==> src/rtl/seven_segment_pkg.sv <==
// rtl/seven_segment_pkg.sv - shared seven-segment encoding table and reader types
package seven_segment_pkg;

    // Index is the digit value; the same table drives the display encoder.
    localparam logic [6:0] SEG_TABLE [16] = '{
        7'h77, 7'h24, 7'h5d, 7'h6d, 7'h2e, 7'h6b, 7'h7b, 7'h25,
        7'h7f, 7'h6f, 7'h3f, 7'h7a, 7'h53, 7'h7c, 7'h5b, 7'h1b
    };

    typedef struct packed {
        logic       error;
        logic [3:0] number;
    } seg_decode_t;

    localparam seg_decode_t ILLEGAL = '{error: 1'b1, number: 4'h0};

    typedef enum logic [1:0] {
        IDLE,
        COUNT,
        LOCKED
    } filt_state_e;

endpackage

==> src/rtl/seven_segment_decoder.sv <==
// rtl/seven_segment_decoder.sv - combinational segment code to digit value decoder
module seven_segment_decoder
    import seven_segment_pkg::*;
(
    input  logic [6:0] code_i,
    output logic [3:0] number_o,
    output logic       error_o
);

    seg_decode_t dec;

    always_comb begin
        dec = ILLEGAL;
        for (int i = 0; i < 16; i++) begin
            if (code_i == SEG_TABLE[i]) begin
                dec = '{error: 1'b0, number: 4'(i)};
            end
        end
    end

    assign number_o = dec.number;
    assign error_o  = dec.error;

endmodule

==> src/rtl/seven_segment_reader.sv <==
// rtl/seven_segment_reader.sv - filters a multiplexed 7-seg bus, streams decoded digits, tracks frames
module seven_segment_reader
    import seven_segment_pkg::*;
#(
    parameter int DIGITS        = 4,
    parameter int STABLE_CYCLES = 3
) (
    input  logic              clk,
    input  logic              rst_n,
    input  logic [DIGITS-1:0] digit_sel,
    input  logic [6:0]        seg_code,
    output logic              out_valid,
    input  logic              out_ready,
    output logic [2:0]        out_index,
    output logic [3:0]        out_number,
    output logic              out_error,
    output logic              overflow,
    output logic              frame_done,
    output logic [3:0]        frame_min,
    output logic              frame_equal
);

    localparam logic [3:0] STABLE_RUN = 4'(STABLE_CYCLES);

    filt_state_e       state_q, state_d;
    logic [3:0]        run_q, run_d;
    logic [DIGITS-1:0] sel_q, sel_d;
    logic [6:0]        code_q, code_d;
    logic              accept;
    logic              onehot;

    logic              valid_q, err_q, ovf_q, done_q, fequal_q;
    logic [2:0]        idx_q;
    logic [3:0]        num_q, fmin_q;

    logic [DIGITS-1:0] mask_q, mask_d;
    logic              have_q, have_d;
    logic [3:0]        min_q, min_d;
    logic              eq_q, eq_d;

    logic [3:0]        dec_number;
    logic              dec_error;
    logic [2:0]        idx;
    logic              retire;
    logic              frame_complete;

    seven_segment_decoder u_decoder (
        .code_i   (seg_code),
        .number_o (dec_number),
        .error_o  (dec_error)
    );

    always_comb begin
        idx = 3'd0;
        for (int i = 0; i < DIGITS; i++) begin
            if (digit_sel[i]) idx = i[2:0];
        end
    end

    always_comb begin
        onehot  = (digit_sel != '0) && ((digit_sel & (digit_sel - 1'b1)) == '0);
        state_d = state_q;
        run_d   = run_q;
        sel_d   = sel_q;
        code_d  = code_q;
        accept  = 1'b0;
        if (!onehot) begin
            state_d = IDLE;
            run_d   = 4'd0;
        end else if (state_q != IDLE && digit_sel == sel_q && seg_code == code_q) begin
            if (state_q == COUNT) begin
                run_d = run_q + 4'd1;
                if (run_d == STABLE_RUN) begin
                    accept  = 1'b1;
                    state_d = LOCKED;
                end
            end
        end else begin
            // New pair (or first sample after blanking) restarts the stability run.
            sel_d  = digit_sel;
            code_d = seg_code;
            run_d  = 4'd1;
            if (STABLE_RUN == 4'd1) begin
                accept  = 1'b1;
                state_d = LOCKED;
            end else begin
                state_d = COUNT;
            end
        end
    end

    always_comb begin
        mask_d = mask_q | (DIGITS'(1) << idx);
        have_d = have_q;
        min_d  = min_q;
        eq_d   = eq_q;
        if (!dec_error) begin
            if (!have_q) begin
                have_d = 1'b1;
                min_d  = dec_number;
                eq_d   = 1'b1;
            end else begin
                min_d = (dec_number < min_q) ? dec_number : min_q;
                eq_d  = eq_q && (dec_number == min_q);
            end
        end
        frame_complete = accept && (mask_d == '1);
    end

    assign retire = valid_q && out_ready;

    always_ff @(posedge clk or negedge rst_n) begin
        if (!rst_n) begin
            state_q  <= IDLE;
            run_q    <= 4'd0;
            sel_q    <= '0;
            code_q   <= 7'd0;
            valid_q  <= 1'b0;
            idx_q    <= 3'd0;
            num_q    <= 4'd0;
            err_q    <= 1'b0;
            ovf_q    <= 1'b0;
            done_q   <= 1'b0;
            fmin_q   <= 4'd0;
            fequal_q <= 1'b0;
            mask_q   <= '0;
            have_q   <= 1'b0;
            min_q    <= 4'd0;
            eq_q     <= 1'b0;
        end else begin
            state_q <= state_d;
            run_q   <= run_d;
            sel_q   <= sel_d;
            code_q  <= code_d;
            done_q  <= 1'b0;

            if (accept && (!valid_q || retire)) begin
                valid_q <= 1'b1;
                idx_q   <= idx;
                num_q   <= dec_number;
                err_q   <= dec_error;
            end else if (accept) begin
                ovf_q <= 1'b1;
            end else if (retire) begin
                valid_q <= 1'b0;
            end

            if (frame_complete) begin
                done_q   <= 1'b1;
                fmin_q   <= have_d ? min_d : 4'hF;
                fequal_q <= have_d && eq_d;
                mask_q   <= '0;
                have_q   <= 1'b0;
                min_q    <= 4'd0;
                eq_q     <= 1'b0;
            end else if (accept) begin
                mask_q <= mask_d;
                have_q <= have_d;
                min_q  <= min_d;
                eq_q   <= eq_d;
            end
        end
    end

    assign out_valid   = valid_q;
    assign out_index   = idx_q;
    assign out_number  = num_q;
    assign out_error   = err_q;
    assign overflow    = ovf_q;
    assign frame_done  = done_q;
    assign frame_min   = fmin_q;
    assign frame_equal = fequal_q;

endmodule
==> config.mk <==
export PLATFORM = sky130hd
export DESIGN_NAME = seven_segment_reader
export DESIGN_NICKNAME = d
export VERILOG_FILES = /design/src/rtl/seven_segment_pkg.sv /design/src/rtl/seven_segment_decoder.sv /design/src/rtl/seven_segment_reader.sv
export SDC_FILE = /design/constraint.sdc
export NUM_CORES = 1
export LEC_CHECK = 0
export ABC_AREA = 1
export CAP_MARGIN = 10
export CORE_AREA = 5 5 109 80
export CTS_CLUSTER_SIZE = 30
export DETAILED_ROUTE_END_ITERATION = 16
export DIE_AREA = 0 0 114 85
export GPL_ROUTABILITY_DRIVEN = 0
export PLACE_DENSITY_LB_ADDON = 0.08
export SYNTH_ARGS = -nofsm -noshare
export SYNTH_HDL_FRONTEND = slang
export SYNTH_SLANG_ARGS = --single-unit
==> constraint.sdc <==
create_clock -name clk -period 4.41 [get_ports clk]
set_input_delay 0.6615 -clock clk [delete_from_list [all_inputs] [get_ports clk]]
set_output_delay 0.6615 -clock clk [all_outputs]
set_load 0.05 [all_outputs]
## Word-level counts from Yosys, hierarchy flattened

Cells that the tools add are included.

| word-level totals | value |
|---|---|
| output and inout port bits | 16 |
| memory bits (read-only) | 0 |
| register bits | 43 |
| bits in latches | 0 |
| input port bits | 14 |
| memories kept | 0 |
| RAM bits | 0 |

| operators by class | value |
|---|---|
| divide/modulo/power cells | 0 |
| add/sub/neg operators | 2 |
| equality and inequality tests | 25 |
| shift-type cells | 1 |
| muxes and demuxes | 49 |
| bitwise operators | 4 |
| magnitude comparators | 1 |
| multipliers | 0 |
| reductions and logical operators | 19 |

Operator list:

| cell | number |
|---|---|
| 2-to-1 mux 5 bit | 16 |
| == test 7 bit, second input constant | 11 |
| 2-to-1 mux 4 bit | 11 |
| == test 7 x 6 -> 1 bit, second input constant | 4 |
| 2-to-1 mux 1 bit | 16 |
| 2-to-1 mux 2 bit | 5 |
| == test 4 bit | 2 |
| logical AND 1 bit | 8 |
| AND reduction 2 bit | 4 |
| == test 7 x 5 -> 1 bit, second input constant | 1 |
| == test 7 bit | 1 |
| inequality test 3 x 2 -> 1 bit, second input constant | 2 |
| nonzero test 2 bit | 3 |
| adder 4 x 1 -> 4 bit, second input constant | 1 |
| AND 4 bit | 1 |
| == test 4 x 2 -> 1 bit, second input constant | 1 |
| == test 4 bit, second input constant | 1 |
| logical NOT 4 bit | 1 |
| less-than comparator 4 bit | 1 |
| bitwise OR 4 bit | 1 |
| nonzero test 4 bit | 1 |
| << shifter 1 x 3 -> 4 bit, first input constant | 1 |
| subtractor 4 x 1 -> 4 bit, second input constant | 1 |
| 2-to-1 mux 3 bit | 1 |
| 5 further kinds | 6 |

## Longest topological paths before layout

Gate-level depths: netlist of run 1.

| depth | value |
|---|---|
| word-level depth | 23 |
| gate-level depth with buffers | 20 |
| mapped depth without buffers | 19 |

## Cells and area by module

From an unflattened synthesis of run 1, not the netlist that was laid out.

| unflattened totals | value |
|---|---|
| cell total of the unflattened synthesis | 407 |
| area total of the unflattened synthesis | 2,817.7 sq um |

Modules (own cells, without submodules):

| module | times used | area an instance (sq um) | cells an instance |
|---|---|---|---|
| seven_segment_reader | 1 | 2,536.2 | 342 |
| seven_segment_decoder | 1 | 281.5 | 65 |

## Least setup slack after synthesis of run 1

Ideal clock, no wire load.

| timing | value |
|---|---|
| path kind | input port to flip-flop |
| start | in seg_code[6] |
| end | reg fmin_q[0], in the netlist frame_min[0] |
| library setup time | 113 ps |
| buffers on the path | 1 |
| slack | 1,858 ps |
| data arrival time | 2,440 ps |
| cell stages on the path | 18 |
| required time | 4,297 ps |
| cell sequence | buf_2 > nand3_1 > inv_1 > nand2_1 > nand2_1 > nor2_1 > inv_1 > nor2_1 > inv_1 > ha_1 > nand2_1 > inv_1 > a21oi_1 > o22ai_1 > nand2_1 > nand3_1 > nand2_1 > inv_1 |

| on the way | value |
|---|---|
| longest elaborated chain between the ends | 21 |
| elaborated cells between the ends (all ways) | 43 |
| classes of those cells | order compare: 1; eq/ne: 17; mux: 23; reduce/logical: 2 |

Ends and longest elaborated chain:

| what | line | RTL |
|---|---|---|
| start: declaration | seven_segment_reader.sv:11 | `input logic [6:0] seg_code,` |
| == test 7 x 6 -> 1 bit | seven_segment_decoder.sv:15 | `if (code_i == SEG_TABLE[i]) begin` |
| 2-to-1 mux 5 bit (14 in a row) | seven_segment_decoder.sv:15 |  |
| 2-to-1 mux 5 bit (*) | seven_segment_decoder.sv:15 |  |
| via dec_number[2] | seven_segment_reader.sv:41 | `logic [3:0] dec_number;` |
| less-than comparator 4 bit (*) | seven_segment_reader.sv:103 | `min_d = (dec_number < min_q) ? dec_number : min_q;` |
| 2-to-1 mux 4 bit (*) | seven_segment_reader.sv:103 |  |
| 2-to-1 mux 4 bit (*) | seven_segment_reader.sv:98 | `if (!have_q) begin` |
| 2-to-1 mux 4 bit (*) | seven_segment_reader.sv:97 | `if (!dec_error) begin` |
| 2-to-1 mux 4 bit (*) | seven_segment_reader.sv:150 | `fmin_q <= have_d ? min_d : 4'hF;` |
| end signal: assignment | seven_segment_reader.sv:150 |  |
| end: declaration | seven_segment_reader.sv:34 | `logic [3:0] num_q, fmin_q;` |

Mark *: on every way through the listed nets, which the timed path passes. The rest lies on a longest branch.
A chain may end at the register's enable or synchronous reset.

## Final worst setup path of run 1

| timing | value |
|---|---|
| start | in seg_code[4] |
| end | reg fmin_q[0], in the netlist frame_min[0] |

Same word-level chain as after synthesis.

==> flow_summary.yaml, run 1 <==
sta:
  drv_slew: 0
  fin_setup_tns_ns: 0
  post-route-min-period_ns: 3.18
  relSlewSlack: 0.341
  post-route-period-util: 0.720
  fmax_mhz: 315
  hold_viol: 0
  layout_setup_ws_ns: 1.23
  setup_violations: 0
  worst_clock_skew_ns: 0.0111
  hold_slack_ns: 0.485
  rsz0062_at_grt: "false"
  worstMarginPinSlew_ns: 0.989
yosys:
  syn_area_mm2: 0.00258
  synth.top_cell.area_share: 0.408
  yosys.area.top_type: "dfrtp_1"
  ys_warn_count: 0
  yosysSeqAreaShare: 0.408
  synthSimpleGateAreaFrac: 0.312
  ys_types: 35
  synthCells: 359
  synth_flop_cell: "dfrtp_1"
  synth_xor_area_frac: 0.0204
  synth-edff-count: 0
  synth.mux.area_fraction: 0
  synth-async-reset-ratio: 1.00
  synthAdderAreaFrac: 0.0340
  synthesis.nets: 380
  ys_ff_latch: 42
  synth_compound_area_frac: 0.116
  synth_top_family_by_area: "simple AND/OR/NAND/NOR gates"
  synth_most_common_cell: "nand2_1"
  netlist_top_cells_area: "dfrtp_1 (41%), nand2_1 (16%), inv_1 (6.4%)"
  syn_area_per_cell_um2: 7.18
  synthTopCellsByCount: "nand2_1 (108), inv_1 (44), dfrtp_1 (42)"
setup_path:
  worst_r2r_path_depth: 12
  path_buf_inv: 7
  crit_chain: "clkdlybuf4s50_1 > inv_2 > nand3_1 > inv_1 > nand2_1 > nand2_1 > nor2_1 > inv_1 > nor2_1 > inv_1 > ha_1 > nand2_1 > inv_1 > a21oi_1 > o22ai_1 > nand2_1 > nand3_1 > nand2_1 > inv_1"
  required_ns: 4.61
  crit_type: "in2reg"
  critPathMaxStageDelay_ns: 0.60
  cp.arrival_ns: 3.38
  crit_fanout: 6
  cp_top_family: "simple AND/OR/NAND/NOR gates"
  cp-end-kind: "register"
  r2r_start: "code_q[4]"
  critical_path.startpoint_type: "primary input"
  worst_path_max_delay_cell: "clkdlybuf4s50_1"
  reg2reg_to: "out_number[2]"
  reg2reg_slack_ns: 2.20
finish:
  drive_gt1_frac: 0.116
  diodes: 0
  final_core_util: 0.397
  area_growth_pct: 17.1
  finalNetCount: 408
  fin_cells: 489
  final_area_mm2: 0.00302
drt:
  vias_per_cell: 4.56
  ant_nets: 0
  wl_per_cell_um: 12.5
  drtIter0Drc: 114
  post-route-drc-count: 0
  vias: 2230
  wl_um: 6130
  dr.pass1.iters: 4
clocking:
  cts_resized: 0
  cts.sinks: 42
  cts_hold_repair.buffers: 0
  clockRootBuffer: "clkbuf_8"
  h-tree-depth: 2
  cts_made_buffers: 5
  post-cts-setup-buffers: 0
  clock_latency_ns: 0.31
  tritoncts: "built"
  clk_pin_slew_worst_paths_ns: 0.09
  clockBufferDepth: 2
worst_hold_path:
  hp-start: "out_error"
  whs_endpoint: "out_error"
  hold_depth: 2
  hp-class: "reg2reg"
place:
  place_hpwl_um: 4620
  place_area_mm2: 0.00293
  port_buffers: 28
  placedCellCount: 481
  dp_slack_ns: 0.898
floorplan:
  die_w_um: 114
  rows: 27
  die-area_mm2: 0.00969
  initial_core_util: 0.339
  core-area_mm2: 0.00760
  die_h_um: 85
  pin_count: 30
run_status:
  status: "completed"
global_route:
  grt_max_degree: 43
  track_usage: 0.142
  grt_pass1_wl_um: 11000
  grt_antenna_before_repair: 0
  overflow: 0
  grt_pass1_vias: 2260
power:
  leakage_nw: 1.52
  finalPower_mw: 0.812
  p_per_area_mw_per_mm2: 269
  ir_drop_mv: 0.0980
run:
  cap_violations: 0
-- worst min-delay path, stage by stage (launching register included) --
cell     delay [ns]
dfrtp_1        0.35
nand2_1        0.06
o21ai_2        0.05
-- cell type report --
class	count	area (um^2)
inverter	61	229
fill	810	4580
tap	101	126
clock buffer	5	68.8
timing repair buffer	28	275
sequential	42	1050
multi-input combinational	249	1250
clock inverter	3	21.3
-- routing by layer --
metal	share of wire	GRT usage	routed length, um
met3	0.046	0.0364	281
met4	0.013	0.0399	78
met5	0	0	0
met2	0.41	0.202	2510
met1	0.53	0.210	3260
-- layout by cell type (no fill, tap or decap), types with 2 or more instances in the layout --
| cell type | n |
|---|---|
| a21oi_1 | 13 |
| clkbuf_8 | 5 |
| clkdlybuf4s50_1 | 27 |
| clkinv_1 | 2 |
| dfrtp_1 | 42 |
| ha_1 | 7 |
| inv_1 | 44 |
| inv_2 | 15 |
| nand2_1 | 108 |
| nand3_1 | 18 |
| nand3_2 | 2 |
| nand4_1 | 4 |
| nor2_1 | 39 |
| nor2_2 | 2 |
| nor2_4 | 4 |
| nor3_1 | 2 |
| o211ai_1 | 2 |
| o21ai_0 | 12 |
| o21ai_1 | 9 |
| o21ai_2 | 7 |
| o21bai_1 | 2 |
| or2_2 | 2 |
| xnor2_1 | 4 |
| xor2_1 | 2 |
-- kinds of logic (layout without fill, tap and decap cells) --
group           count (synthesis)  after routing
compound gates                 50             50
xor+xnor                        6              6
fa+ha+maj                       7              7
buf+inv                        68             97
flops                          42             42
other cells                     1              1
simple gates                  185            185
-- sequential cells by signal, summed over array words and instances, names as in the netlist, 4 cells and up --
signal      count
frame_min       4
sel_q           4
run_q           4
code_q          7
min_q           4
out_number      4
mask_q          4
-- worst max path at each step --
| stage | from | to | slack, ns | cells after the start |
|---|---|---|---|---|
| detailed placement | seg_code[4] | frame_min[0] | 0.90 | 19 |
| floorplan | seg_code[6] | frame_min[0] | 1.86 | 18 |
| global placement | seg_code[4] | frame_min[0] | 0.95 | 19 |
| global route | seg_code[4] | frame_min[0] | 0.89 | 20 |
| finish | seg_code[4] | frame_min[0] | 1.23 | 19 |
| CTS | seg_code[4] | frame_min[0] | 1.23 | 19 |
-- where the power goes --
| part | switching (mW) | leakage (nW) | total, mW | internal (mW) |
|---|---|---|---|---|
| Sequential | 0.0142 | 0.543 | 0.418 | 0.404 |
| Combinational | 0.0837 | 0.933 | 0.130 | 0.0463 |
| Clock | 0.153 | 0.0441 | 0.264 | 0.112 |
Note: power is estimated with default switching activity, not from simulation.
==> inputs of run 2 (changes only) <==
Clock period 4.41 ns to 3.24 ns, I/O delays scaled along.
==> run 2 against run 1 <==
  * Register-to-register slack worse by 0.80 ns
  * Cell count grew 0.82%
  * Utilization increased by 0.53 points
  * Power up 35%
  * First-iteration DRC count grew 2.6%
  * Combinational power increased by 39%
  * Routed wire length is 2.4% lower
  * Cell area is 1.3% higher
  * Non-clock buffer count grew 6
  * Sequential share of layout area shrank 0.46 points
  * Die area stayed put
  * Highest routed layer unchanged
==> flow_summary.yaml, run 2 (same netlist as run 1, synthesis figures left out) <==
clocking:
  clockBufferDepth: 2
  cts.sinks: 42
  clockRootBuffer: "clkbuf_8"
  clock_latency_ns: 0.30
  clk_pin_slew_worst_paths_ns: 0.08
  tritoncts: "built"
  post-cts-setup-buffers: 0
  cts_made_buffers: 5
  h-tree-depth: 2
drt:
  post-route-drc-count: 0
  vias_per_cell: 4.50
  vias: 2217
  wl_um: 5990
  dr.pass1.iters: 5
  ant_nets: 0
  wl_per_cell_um: 12.1
  drtIter0Drc: 117
finish:
  diodes: 0
  layout_common_cells: "nand2_1 (108), inv_1 (44), dfrtp_1 (42)"
  n_fill_cell: 798
  area_growth_pct: 18.7
  largest-register: "code_q"
  drive_gt1_frac: 0.125
  final_core_util: 0.403
  finalNetCount: 414
  largest_reg_flops: 7
  final_common_cell: "nand2_1"
power:
  ir_drop_mv: 0.144
  p_comb_frac: 0.165
  p_per_area_mw_per_mm2: 358
  p_sw_frac: 0.287
  switchingPower_mw: 0.315
  p_int_mw: 0.781
  clock_power_share: 0.317
  leakage_nw: 1.56
  finalPower_mw: 1.10
  seqPwrFrac: 0.519
setup_path:
  cp.arrival_ns: 3.06
  worst_r2r_path_depth: 10
  cp_top_family: "simple AND/OR/NAND/NOR gates"
  worst_path_max_delay_cell: "clkdlybuf4s50_1"
  path_buf_inv: 3
  cp-end-kind: "register"
  crit_type: "in2reg"
  critical_path.startpoint_type: "primary input"
  r2r_start: "code_q[5]"
  reg2reg_slack_ns: 1.40
  cpMostUsedCell: "nand2_1"
  reg2reg_to: "out_number[0]"
  crit_fanout: 4
  crit_chain: "clkdlybuf4s50_1 > inv_1 > nand2_1 > nor2_1 > nand2_1 > nand2_1 > nor2_1 > nand3_1 > ha_1 > a21o_1 > a21oi_1 > o22ai_1 > nand2_1 > nand3_1 > nand2_1 > inv_1"
  critPathMaxStageDelay_ns: 0.53
  required_ns: 3.43
sta:
  fin_setup_tns_ns: 0
  fmax_mhz: 349
  post-route-period-util: 0.884
  rsz0062_at_grt: "false"
  layout_setup_ws_ns: 0.376
  setup_violations: 0
  worst_clock_skew_ns: 0.00604
  hold_viol: 0
  worstMarginPinSlew_ns: 0.986
  relSlewSlack: 0.343
  drv_slew: 0
  post-route-min-period_ns: 2.86
floorplan:
  die_h_um: 85
  core-area_mm2: 0.00760
  pin_count: 30
  rows: 27
  die_w_um: 114
  initial_core_util: 0.339
  die-area_mm2: 0.00969
place:
  place_hpwl_um: 4590
  port_buffers: 28
  dp_slack_ns: 0.0314
global_route:
  overflow: 0
  track_usage: 0.131
  grt_antenna_before_repair: 0
  grt_max_degree: 43
  grt_pass1_wl_um: 10100
  grt_pass1_vias: 2064
run:
  cap_violations: 0
run_status:
  status: "completed"
worst_hold_path:
  hp-class: "in2async"
==> run 2: power groups by stage <==
stage	Combinational [mW]	Sequential, mW	Clock, mW
floorplan	0.123	0.575	0
global placement	0.184	0.578	0
detailed placement	0.183	0.578	0
CTS	0.184	0.568	0.366
global route	0.210	0.573	0.387
finish	0.181	0.568	0.347
==> run 2: worst max-delay path by stage <==
stage,from,to,slack (ns),cells after the start
after floorplan,seg_code[6],frame_min[0],0.86,18
after global placement,seg_code[6],frame_min[0],-0.01,16
after detailed placement,seg_code[6],frame_min[0],0.03,15
after CTS,seg_code[6],frame_min[0],0.34,15
after global routing,seg_code[4],frame_min[0],0.03,16
final,seg_code[2],frame_min[0],0.38,16
==> run 2: area by class of cell <==
| cell class | instances | area, um^2 | area share |
|---|---|---|---|
| Inverter | 61 | 229 | 0.0748 |
| Multi-Input combinational cell | 249 | 1250 | 0.408 |
| Clock buffer | 6 | 82.6 | 0.0270 |
| Tap cell | 101 | 126 | 0.0413 |
| Timing Repair Buffer | 34 | 323 | 0.105 |
| Sequential cell | 42 | 1050 | 0.343 |
==> run 2: stage by stage <==
step	hold WS [ns]	area [um^2]	instances
after floorplan	0.190	2580	359
after global placement	0.456	2980	487
after detailed placement	0.461	2980	487
after CTS	0.392	3060	493
after global routing	0.438	3060	493
final	0.354	3060	493
==> run 2: metal layers <==
| layer | up-vias | share of wire | GRT usage |
|---|---|---|---|
| li1 | 1177 | - | - |
| met4 | 0 | 0.011 | 0.0356 |
| met5 | - | 0 | 0 |
| met3 | 7 | 0.051 | 0.0321 |
| met2 | 41 | 0.40 | 0.184 |
| met1 | 992 | 0.54 | 0.197 |
==> run 2: worst register-to-register path, cell delays in order (launching register included) <==
cell and delay, ns:
dfrtp_1 0.40, xnor2_1 0.23, nand2_1 0.11, nor2_2 0.12, nand3_2 0.11, nor2_4 0.14, nand2_1 0.09, nor2_2 0.20
inv_2 0.18, nand2_1 0.11, o21ai_2 0.05
==> run 2: timing repair <==
item / CTS / global route
hold buffers: 0 / 0
endpoints found under the setup margin: 0 / 1
resized for setup: 0 / 1
